<file path="src/rtl/accel_spi_sequencer_pkg.sv">
// Shared types, register map and SPI frame layout for the accelerometer sequencer.
// Frames are {rd, addr[6:0], data[7:0]}; reads carry a zero data byte.
package accel_spi_sequencer_pkg;

    typedef enum logic [3:0] {
        IDLE,
        INIT_ISSUE,
        INIT_ACK,
        INIT_WAIT,
        PERIOD_WAIT,
        RD_ISSUE,
        RD_ACK,
        RD_WAIT,
        PUBLISH,
        ERROR
    } state_t;

    typedef enum logic [1:0] {
        PH_NONE,
        PH_ISSUE,
        PH_ACK,
        PH_WAIT
    } txn_phase_t;

    localparam int unsigned FRAME_W        = 16;
    localparam int unsigned FRAME_RW_BIT   = 15;
    localparam int unsigned FRAME_ADDR_MSB = 14;
    localparam int unsigned FRAME_ADDR_LSB = 8;
    localparam int unsigned FRAME_DATA_MSB = 7;
    localparam int unsigned FRAME_DATA_LSB = 0;

    typedef logic [FRAME_W-1:0] frame_t;

    localparam logic [6:0] REG_POWER_CTL   = 7'h2D;
    localparam logic [6:0] REG_DATA_FORMAT = 7'h31;
    localparam logic [6:0] REG_DATAX0      = 7'h32;  // X0,X1,Y0,Y1,Z0,Z1 at 0x32..0x37

    localparam logic [7:0] POWER_CTL_MEASURE   = 8'h08;
    localparam logic [7:0] DATA_FORMAT_FR_16G  = 8'h0B;

    localparam int unsigned INIT_LEN = 2;
    localparam int unsigned RD_LEN   = 6;

    function automatic frame_t make_frame(input logic rd, input logic [6:0] addr,
                                          input logic [7:0] data);
        frame_t f;
        f = '0;
        f[FRAME_RW_BIT] = rd;
        f[FRAME_ADDR_MSB:FRAME_ADDR_LSB] = addr;
        f[FRAME_DATA_MSB:FRAME_DATA_LSB] = data;
        return f;
    endfunction

    function automatic frame_t init_frame(input logic [0:0] idx);
        if (idx == 1'b0) return make_frame(1'b0, REG_POWER_CTL, POWER_CTL_MEASURE);
        return make_frame(1'b0, REG_DATA_FORMAT, DATA_FORMAT_FR_16G);
    endfunction

    function automatic frame_t read_frame(input logic [2:0] idx);
        return make_frame(1'b1, REG_DATAX0 + 7'(idx), 8'h00);
    endfunction

endpackage

</file>
<file path="src/rtl/accel_spi_sequencer_if.sv">
// SPI-master request/response signals between the sequencer and the SPI master core.
interface accel_spi_sequencer_if;
    import accel_spi_sequencer_pkg::*;

    logic   spi_start;
    frame_t spi_tx_data;
    frame_t spi_rx_data;
    logic   spi_busy;

    modport master (output spi_start, output spi_tx_data,
                    input  spi_rx_data, input spi_busy);
    modport slave  (input  spi_start, input spi_tx_data,
                    output spi_rx_data, output spi_busy);
endinterface

</file>
<file path="src/rtl/accel_spi_sequencer_handshake.sv">
// One SPI transaction: issue (start pulse), wait for busy to rise with timeout,
// wait for busy to fall. Shared by the init writes and the sample reads.
module spi_txn_handshake
    import accel_spi_sequencer_pkg::*;
#(
    parameter int unsigned ACK_TIMEOUT = 255
) (
    input  logic                        clk,
    input  logic                        rst_n,
    accel_spi_sequencer_if.master       bus,
    input  txn_phase_t                  phase,
    input  frame_t                      frame,
    output logic                        issued,
    output logic                        acked,
    output logic                        done,
    output logic                        timeout,
    output logic [7:0]                  rx_byte
);

    localparam int unsigned CW = $clog2(ACK_TIMEOUT + 1);
    localparam logic [CW-1:0] ACK_LAST = CW'(ACK_TIMEOUT - 1);

    logic [CW-1:0] ack_cnt;
    frame_t        tx_q;
    logic          rx_hi_unused;

    always_comb begin
        issued       = (phase == PH_ISSUE) && !bus.spi_busy;
        acked        = (phase == PH_ACK) && bus.spi_busy;
        timeout      = (phase == PH_ACK) && !bus.spi_busy && (ack_cnt == ACK_LAST);
        done         = (phase == PH_WAIT) && !bus.spi_busy;
        rx_byte      = bus.spi_rx_data[7:0];
        rx_hi_unused = ^bus.spi_rx_data[15:8];
    end

    // The new frame is presented combinationally in the start cycle and then held
    // in tx_q, so the bus value is stable until the next start.
    assign bus.spi_start   = issued;
    assign bus.spi_tx_data = issued ? frame : tx_q;

    always_ff @(posedge clk or negedge rst_n) begin
        if (!rst_n) begin
            tx_q    <= '0;
            ack_cnt <= '0;
        end else begin
            if (issued) tx_q <= frame;
            ack_cnt <= (phase == PH_ACK) ? ack_cnt + 1'b1 : '0;
        end
    end

endmodule

</file>
<file path="src/rtl/accel_spi_sequencer.sv">
// Accelerometer SPI sequencer: two-write sensor init, then a periodic six-byte
// read burst published atomically as signed X/Y/Z samples.
module accel_spi_sequencer
    import accel_spi_sequencer_pkg::*;
#(
    parameter int unsigned SAMPLE_DIV  = 100000,
    parameter int unsigned ACK_TIMEOUT = 255
) (
    input  logic                  clk,
    input  logic                  rst_n,
    input  logic                  enable,
    accel_spi_sequencer_if.master spi,
    output logic [15:0]           x_data,
    output logic [15:0]           y_data,
    output logic [15:0]           z_data,
    output logic                  data_valid,
    output logic                  init_done,
    output logic                  error
);

    localparam int unsigned PW = $clog2(SAMPLE_DIV + 1);
    localparam logic [PW-1:0] PER_LAST  = PW'(SAMPLE_DIV - 1);
    localparam logic [0:0]    INIT_LAST = 1'(INIT_LEN - 1);
    localparam logic [2:0]    RD_LAST   = 3'(RD_LEN - 1);

    state_t     state, nxt;
    txn_phase_t phase;
    frame_t     frame;
    logic       issued, acked, done, timeout;
    logic [7:0] rx_byte;

    logic [0:0]    init_idx;
    logic [2:0]    rd_idx;
    logic [PW-1:0] period_cnt;
    logic          period_run;
    logic          wrap;
    logic          init_step, rd_step;
    logic [7:0]    shadow [RD_LEN];

    spi_txn_handshake #(
        .ACK_TIMEOUT (ACK_TIMEOUT)
    ) u_txn (
        .clk     (clk),
        .rst_n   (rst_n),
        .bus     (spi),
        .phase   (phase),
        .frame   (frame),
        .issued  (issued),
        .acked   (acked),
        .done    (done),
        .timeout (timeout),
        .rx_byte (rx_byte)
    );

    assign wrap = period_run && (period_cnt == PER_LAST);

    always_ff @(posedge clk or negedge rst_n) begin
        if (!rst_n) state <= IDLE;
        else        state <= nxt;
    end

    always_comb begin
        nxt = state;
        unique case (state)
            IDLE:        if (enable) nxt = init_done ? PERIOD_WAIT : INIT_ISSUE;
            INIT_ISSUE:  if (!enable) nxt = IDLE; else if (issued) nxt = INIT_ACK;
            INIT_ACK:    if (timeout) nxt = ERROR; else if (acked) nxt = INIT_WAIT;
            INIT_WAIT:
                if (done) begin
                    if (!enable)                   nxt = IDLE;
                    else if (init_idx == INIT_LAST) nxt = PERIOD_WAIT;
                    else                           nxt = INIT_ISSUE;
                end
            // Wraps arriving in any other state are overruns and simply dropped.
            PERIOD_WAIT: if (!enable) nxt = IDLE; else if (wrap) nxt = RD_ISSUE;
            RD_ISSUE:    if (!enable) nxt = IDLE; else if (issued) nxt = RD_ACK;
            RD_ACK:      if (timeout) nxt = ERROR; else if (acked) nxt = RD_WAIT;
            RD_WAIT:
                if (done) begin
                    if (!enable)              nxt = IDLE;
                    else if (rd_idx == RD_LAST) nxt = PUBLISH;
                    else                      nxt = RD_ISSUE;
                end
            PUBLISH:     nxt = PERIOD_WAIT;
            ERROR:       nxt = ERROR;
            default:     nxt = IDLE;
        endcase
    end

    always_comb begin
        phase = PH_NONE;
        frame = read_frame(rd_idx);
        unique case (state)
            INIT_ISSUE, RD_ISSUE: if (enable) phase = PH_ISSUE;
            INIT_ACK, RD_ACK:     phase = PH_ACK;
            INIT_WAIT, RD_WAIT:   phase = PH_WAIT;
            default:              phase = PH_NONE;
        endcase
        if (state inside {INIT_ISSUE, INIT_ACK, INIT_WAIT}) frame = init_frame(init_idx);
        init_step = (state == INIT_WAIT) && done;
        rd_step   = (state == RD_WAIT) && done;
    end

    always_ff @(posedge clk or negedge rst_n) begin
        if (!rst_n) begin
            init_idx   <= '0;
            rd_idx     <= '0;
            period_cnt <= '0;
            period_run <= 1'b0;
            init_done  <= 1'b0;
            error      <= 1'b0;
            data_valid <= 1'b0;
            x_data     <= '0;
            y_data     <= '0;
            z_data     <= '0;
            for (int unsigned i = 0; i < RD_LEN; i++) shadow[i] <= '0;
        end else begin
            data_valid <= 1'b0;
            if (timeout) error <= 1'b1;

            if (state == IDLE)  init_idx <= '0;
            else if (init_step) init_idx <= init_idx + 1'b1;
            if (init_step && init_idx == INIT_LAST) init_done <= 1'b1;

            if (state inside {IDLE, PERIOD_WAIT}) rd_idx <= '0;
            else if (rd_step) rd_idx <= (rd_idx == RD_LAST) ? '0 : rd_idx + 1'b1;

            // Counter free-runs from the first PERIOD_WAIT entry until reset.
            if (nxt == PERIOD_WAIT) period_run <= 1'b1;
            if (period_run) period_cnt <= wrap ? '0 : period_cnt + 1'b1;

            if (rd_step) shadow[rd_idx] <= rx_byte;

            if (state == PUBLISH) begin
                x_data     <= {shadow[1], shadow[0]};
                y_data     <= {shadow[3], shadow[2]};
                z_data     <= {shadow[5], shadow[4]};
                data_valid <= 1'b1;
            end
        end
    end

endmodule

</file>
<file path="src/flat_wrapper.sv">
// flat-port wrapper written by rule: the top's interface ports become plain ports
module accel_spi_sequencer_flat import accel_spi_sequencer_pkg::*;
#(
    parameter int unsigned SAMPLE_DIV  = 100000,
    parameter int unsigned ACK_TIMEOUT = 255
)
  (clk, rst_n, enable, x_data, y_data, z_data, data_valid, init_done, error, spi_spi_start, spi_spi_tx_data, spi_spi_rx_data, spi_spi_busy);
  accel_spi_sequencer_if spi_i ();
  input  logic clk;
  input  logic rst_n;
  input  logic enable;
  output logic [15:0] x_data;
  output logic [15:0] y_data;
  output logic [15:0] z_data;
  output logic data_valid;
  output logic init_done;
  output logic error;
  output wire logic [$bits(spi_i.spi_start)-1:0] spi_spi_start;
  output wire logic [$bits(spi_i.spi_tx_data)-1:0] spi_spi_tx_data;
  input wire logic [$bits(spi_i.spi_rx_data)-1:0] spi_spi_rx_data;
  input wire logic [$bits(spi_i.spi_busy)-1:0] spi_spi_busy;
  assign spi_spi_start = spi_i.spi_start;
  assign spi_spi_tx_data = spi_i.spi_tx_data;
  assign spi_i.spi_rx_data = spi_spi_rx_data;
  assign spi_i.spi_busy = spi_spi_busy;
  accel_spi_sequencer #(.SAMPLE_DIV(SAMPLE_DIV), .ACK_TIMEOUT(ACK_TIMEOUT)) u_core (.clk(clk), .rst_n(rst_n), .enable(enable), .spi(spi_i), .x_data(x_data), .y_data(y_data), .z_data(z_data), .data_valid(data_valid), .init_done(init_done), .error(error));
endmodule
</file>
<file path="config.mk">
export PLATFORM = sky130hd
export DESIGN_NAME = accel_spi_sequencer_flat
export DESIGN_NICKNAME = d
export VERILOG_FILES = /design/src/rtl/accel_spi_sequencer_pkg.sv /design/src/rtl/accel_spi_sequencer_if.sv /design/src/rtl/accel_spi_sequencer_handshake.sv /design/src/rtl/accel_spi_sequencer.sv /design/src/flat_wrapper.sv
export SDC_FILE = /design/constraint.sdc
export NUM_CORES = 1
export LEC_CHECK = 0
export CAP_MARGIN = 20
export CORE_ASPECT_RATIO = 2
export CORE_MARGIN = 4
export CORE_UTILIZATION = 54
export CTS_BUF_LIST = sky130_fd_sc_hd__clkbuf_16
export DETAILED_ROUTE_END_ITERATION = 6
export PLACE_DENSITY = 0.78
export SYNTH_ARGS = -nofsm -noshare
export SYNTH_HDL_FRONTEND = slang
export SYNTH_SLANG_ARGS = --single-unit
</file>
<file path="constraint.sdc">
create_clock -name clk -period 2.5 [get_ports clk]
set_clock_uncertainty 0.2 [all_clocks]
set_input_delay 0.375 -clock clk [delete_from_list [all_inputs] [get_ports clk]]
set_output_delay 0.375 -clock clk [all_outputs]
set_load 0.05 [all_outputs]
</file>
==> flow_metrics.py <==
metrics = {
    "outcome": {
        "status": "finished, final reports clean",
    },
    "layout": {
        "layout-drive-gt1-share_pct": 33.7,
        "diodes": 0,
        "instances_no_fill": 712,
        "finish.net_count": 586,
        "syn2layout_area_growth_pct": 30.3,
        "utilization_pct": 72.6,
    },
    "timing": {
        "tns_ns": 0,
        "period_needed_ns": 2.47,
        "worstMarginPinSlew_ns": 0.555,
        "fmax_ghz": 0.406,
        "post-route-period-util_pct": 98.6,
        "max_slew_margin_pct": 63.0,
        "hold_violations": 0,
        "rsz0062_at_grt": "true",
        "setup_violations": 0,
        "slew_viol_final": 0,
    },
    "detailed_routing": {
        "first_pass_iters": 4,
        "drc_errors": 0,
        "dr_total_vias": 3973,
        "ant_nets": 0,
        "wirelength_mm": 13.4,
        "drtIter0Drc": 153,
        "viasPerCell": 5.58,
        "post_drt_wl_per_cell_um": 18.9,
    },
    "yosys": {
        "yosys.area_share.simple_pct": 10.8,
        "synth_area_leaders": "dfrtp_1 61%, mux2_2 17%, xor2_1 1.9%",
        "ys.flop_type": "dfrtp_1",
        "yosysMostFrequentCell": "dfrtp_1",
        "synth_top_family_by_area": "multiplexers",
        "synth.net_count": 478,
        "synth_cell_type_count": 57,
        "synthMuxAreaShare_pct": 18.1,
        "yosysSeqAreaShare_pct": 60.7,
        "synth_cells": 451,
        "synth_fa_ha_area_share_pct": 1.43,
        "synth-seq-cells": 149,
        "synth-edff-count": 0,
        "yosysTopAreaCell": "dfrtp_1",
        "synth_compound_area_share_pct": 3.73,
        "async_reset_ff_share_pct": 100,
        "netlist_area_mm2": 0.00614,
        "yosys.area_share.xor_xnor_pct": 3.00,
        "yosys_warnings": 0,
        "avgSynthCellArea_um2": 13.6,
        "synth_common_cells": "149 x dfrtp_1, 90 x mux2_2, 29 x nor2_1",
        "synth_top_cell_area_share_pct": 60.7,
    },
    "clock_tree": {
        "clkTransAtPathRegs_ns": 0.06,
        "cts_num_sinks": 149,
        "clk_latency_ns": 0.42,
        "tritoncts": "built",
        "cts_buffers": 17,
        "h-tree-depth": 4,
        "cts_root_buffer": "clkbuf_16",
        "cts.path.max_buffers": 2,
    },
    "min_path": {
        "hold_depth": 1,
        "worstHoldStart": "u_core.error",
        "hold_path.class": "reg -> reg",
        "holdPathEnd": "u_core.error",
    },
    "placement": {
        "port_buffers": 79,
        "place.gp.congestion": 0.892,
        "hpwl_mm": 9.41,
        "placed_cells": 675,
    },
    "die": {
        "pin_count": 88,
        "die_area_mm2": 0.0132,
        "rows": 54,
        "die_x_um": 83.4,
        "die_h_um": 159,
        "start_util_pct": 55.7,
        "core-area_mm2": 0.0110,
    },
    "pwr": {
        "intPower_mw": 4.63,
        "p_sw_mw": 2.03,
        "p_clk_share_pct": 37.5,
        "leakagePower_nw": 3.86,
        "p_seq_share_pct": 41.9,
        "peakVddDrop_uv": 767,
        "comb_power_share_pct": 20.6,
        "powerDensity_mw_per_mm2": 832,
        "switching_share_pct": 30.5,
    },
    "global_route": {
        "grt_pass1_wl_mm": 22.6,
        "overflow": 0,
        "grt_antenna_before_repair": 0,
        "groute.usage.overall_pct": 21.6,
        "grt_max_degree": 61,
        "grt_pass1_vias": 4387,
    },
    "worst_setup_path": {
        "crit_arrival_ns": 1.89,
        "reg2reg_slack_ns": 0.31,
        "path_class": "reg -> out",
        "r2r_start": "u_core.state[3]",
        "crit_fanout": 5,
        "worstReg2RegEnd": "u_core.period_run",
        "cp-start-kind": "flip-flop",
        "cp-end-kind": "primary output",
        "critPathRequiredTime_ns": 1.92,
        "rr_worst_depth": 6,
    },
    "run": {
        "drv_cap": 0,
    },
}
==> worst max-delay path, stage by stage, from the launching register on <==
cell and delay, ns:
dfrtp_2 0.45, nor4bb_4 0.34, nand2_2 0.13, inv_4 0.10, nand2_4 0.07, nor2_4 0.12, a21o_2 0.13, buf_12 0.13
==> power groups by stage <==
stage	sequential, mW	clock, mW	combinational, mW
after global routing	2.81	2.66	1.48
after detailed placement	2.82	0	1.29
after floorplan	2.79	0	0.777
final	2.79	2.50	1.37
after CTS	2.78	2.53	1.31
after global placement	2.80	0	1.26
==> logic make-up (layout without fill, tap and decap cells) <==
| kind of cell | after synthesis | after routing |
|---|---|---|
| fa+ha+maj | 7 | 7 |
| flops | 149 | 149 |
| compound gates | 34 | 34 |
| xor+xnor | 21 | 21 |
| buf+inv | 25 | 146 |
| simple gates | 116 | 116 |
| mux | 99 | 99 |
==> registers in the layout, summed over array words and instances, names as in the netlist <==
| signal | cells |
|---|---|
| u_core.data_valid | 1 |
| u_core.state | 4 |
| u_core.period_cnt | 17 |
| u_core.x_data | 16 |
| u_core.error | 1 |
| u_core.u_txn.ack_cnt | 8 |
| u_core.u_txn.tx_q | 16 |
| u_core.shadow | 48 |
| u_core.init_idx | 1 |
| u_core.z_data | 16 |
| u_core.y_data | 16 |
| u_core.init_done | 1 |
| u_core.period_run | 1 |
| u_core.rd_idx | 3 |
==> metal layers <==
metal	vias to the layer above	global-route usage [%]	share of wire, %
met1	2024	23.1	37
li1	1801	-	-
met2	116	38.9	56
met3	32	5.39	4.0
met4	0	10.6	3.5
met5	-	0	0
==> how the worst max path moves through the flow <==
stage / from / endpoint / slack, ns
floorplan: u_core.state[3] / spi_spi_tx_data[12] / -0.01
global placement: spi_spi_busy / u_core.period_run / 0.03
detailed placement: enable / spi_spi_tx_data[1] / -0.05
CTS: u_core.state[1] / spi_spi_tx_data[1] / -0.04
global route: u_core.state[3] / spi_spi_tx_data[0] / -0.06
finish: u_core.state[3] / spi_spi_tx_data[0] / 0.03
==> final cells by class <==
cell class                      count  area (um2)
Sequential cell                   149        3730
Fill cell                         717        3020
Multi-Input combinational cell    277        2340
Timing Repair Buffer              103        1110
Clock buffer                       17         425
Tap cell                          140         175
Clock inverter                     15         165
Inverter                           11        46.3
==> cell usage in the layout (no fill, tap or decap), types with 2 or more instances in the layout <==
cell type,Yosys,final
dfrtp_1,149,146
mux2_2,90,90
clkdlybuf4s50_1,0,61
nor2_1,29,28
nand2_1,25,22
buf_4,1,19
clkbuf_16,0,17
xor2_1,13,13
buf_6,0,11
buf_12,0,11
inv_1,10,9
nand4_1,9,9
nand3_1,9,9
xnor2_1,8,8
mux2_1,7,7
ha_1,7,7
nor3_1,6,6
o21ai_0,8,6
and2_1,6,6
inv_6,0,6
a21oi_1,7,5
nand2_2,3,4
and4_1,4,4
nand2b_1,3,3
clkinv_4,0,3
dfrtp_2,0,3
inv_4,0,2
or3b_1,2,2
nand3b_1,2,2
a21o_1,4,2
a31oi_1,2,2
a21o_2,1,2
nand2_4,0,2
a21oi_2,0,2
mux2i_1,2,2
clkinv_8,0,2
==> per-stage QoR <==
stage	cell area [um2]	hold slack [ns]	power (mW)	setup WS, ns
2_1_floorplan	6150	-0.121	3.56	-0.0130
5_1_grt	8000	0.293	6.95	-0.0636
3_5_place_dp	7260	0.183	4.11	-0.0494
3_3_place_gp	7260	0.176	4.07	0.0330
6_report	8000	0.265	6.65	0.0346
4_1_cts	7910	0.267	6.63	-0.0399
==> timing repair <==
action                                 in CTS  in global routing
setup endpoints to repair                  16                 16
pin swaps                                   4                  2
endpoints found under the hold margin      57                  0
buffers inserted                            3                  1
gates resized for setup                     8                 22
hold buffers                                1                  0
Note: power is estimated with default switching activity, not from simulation.
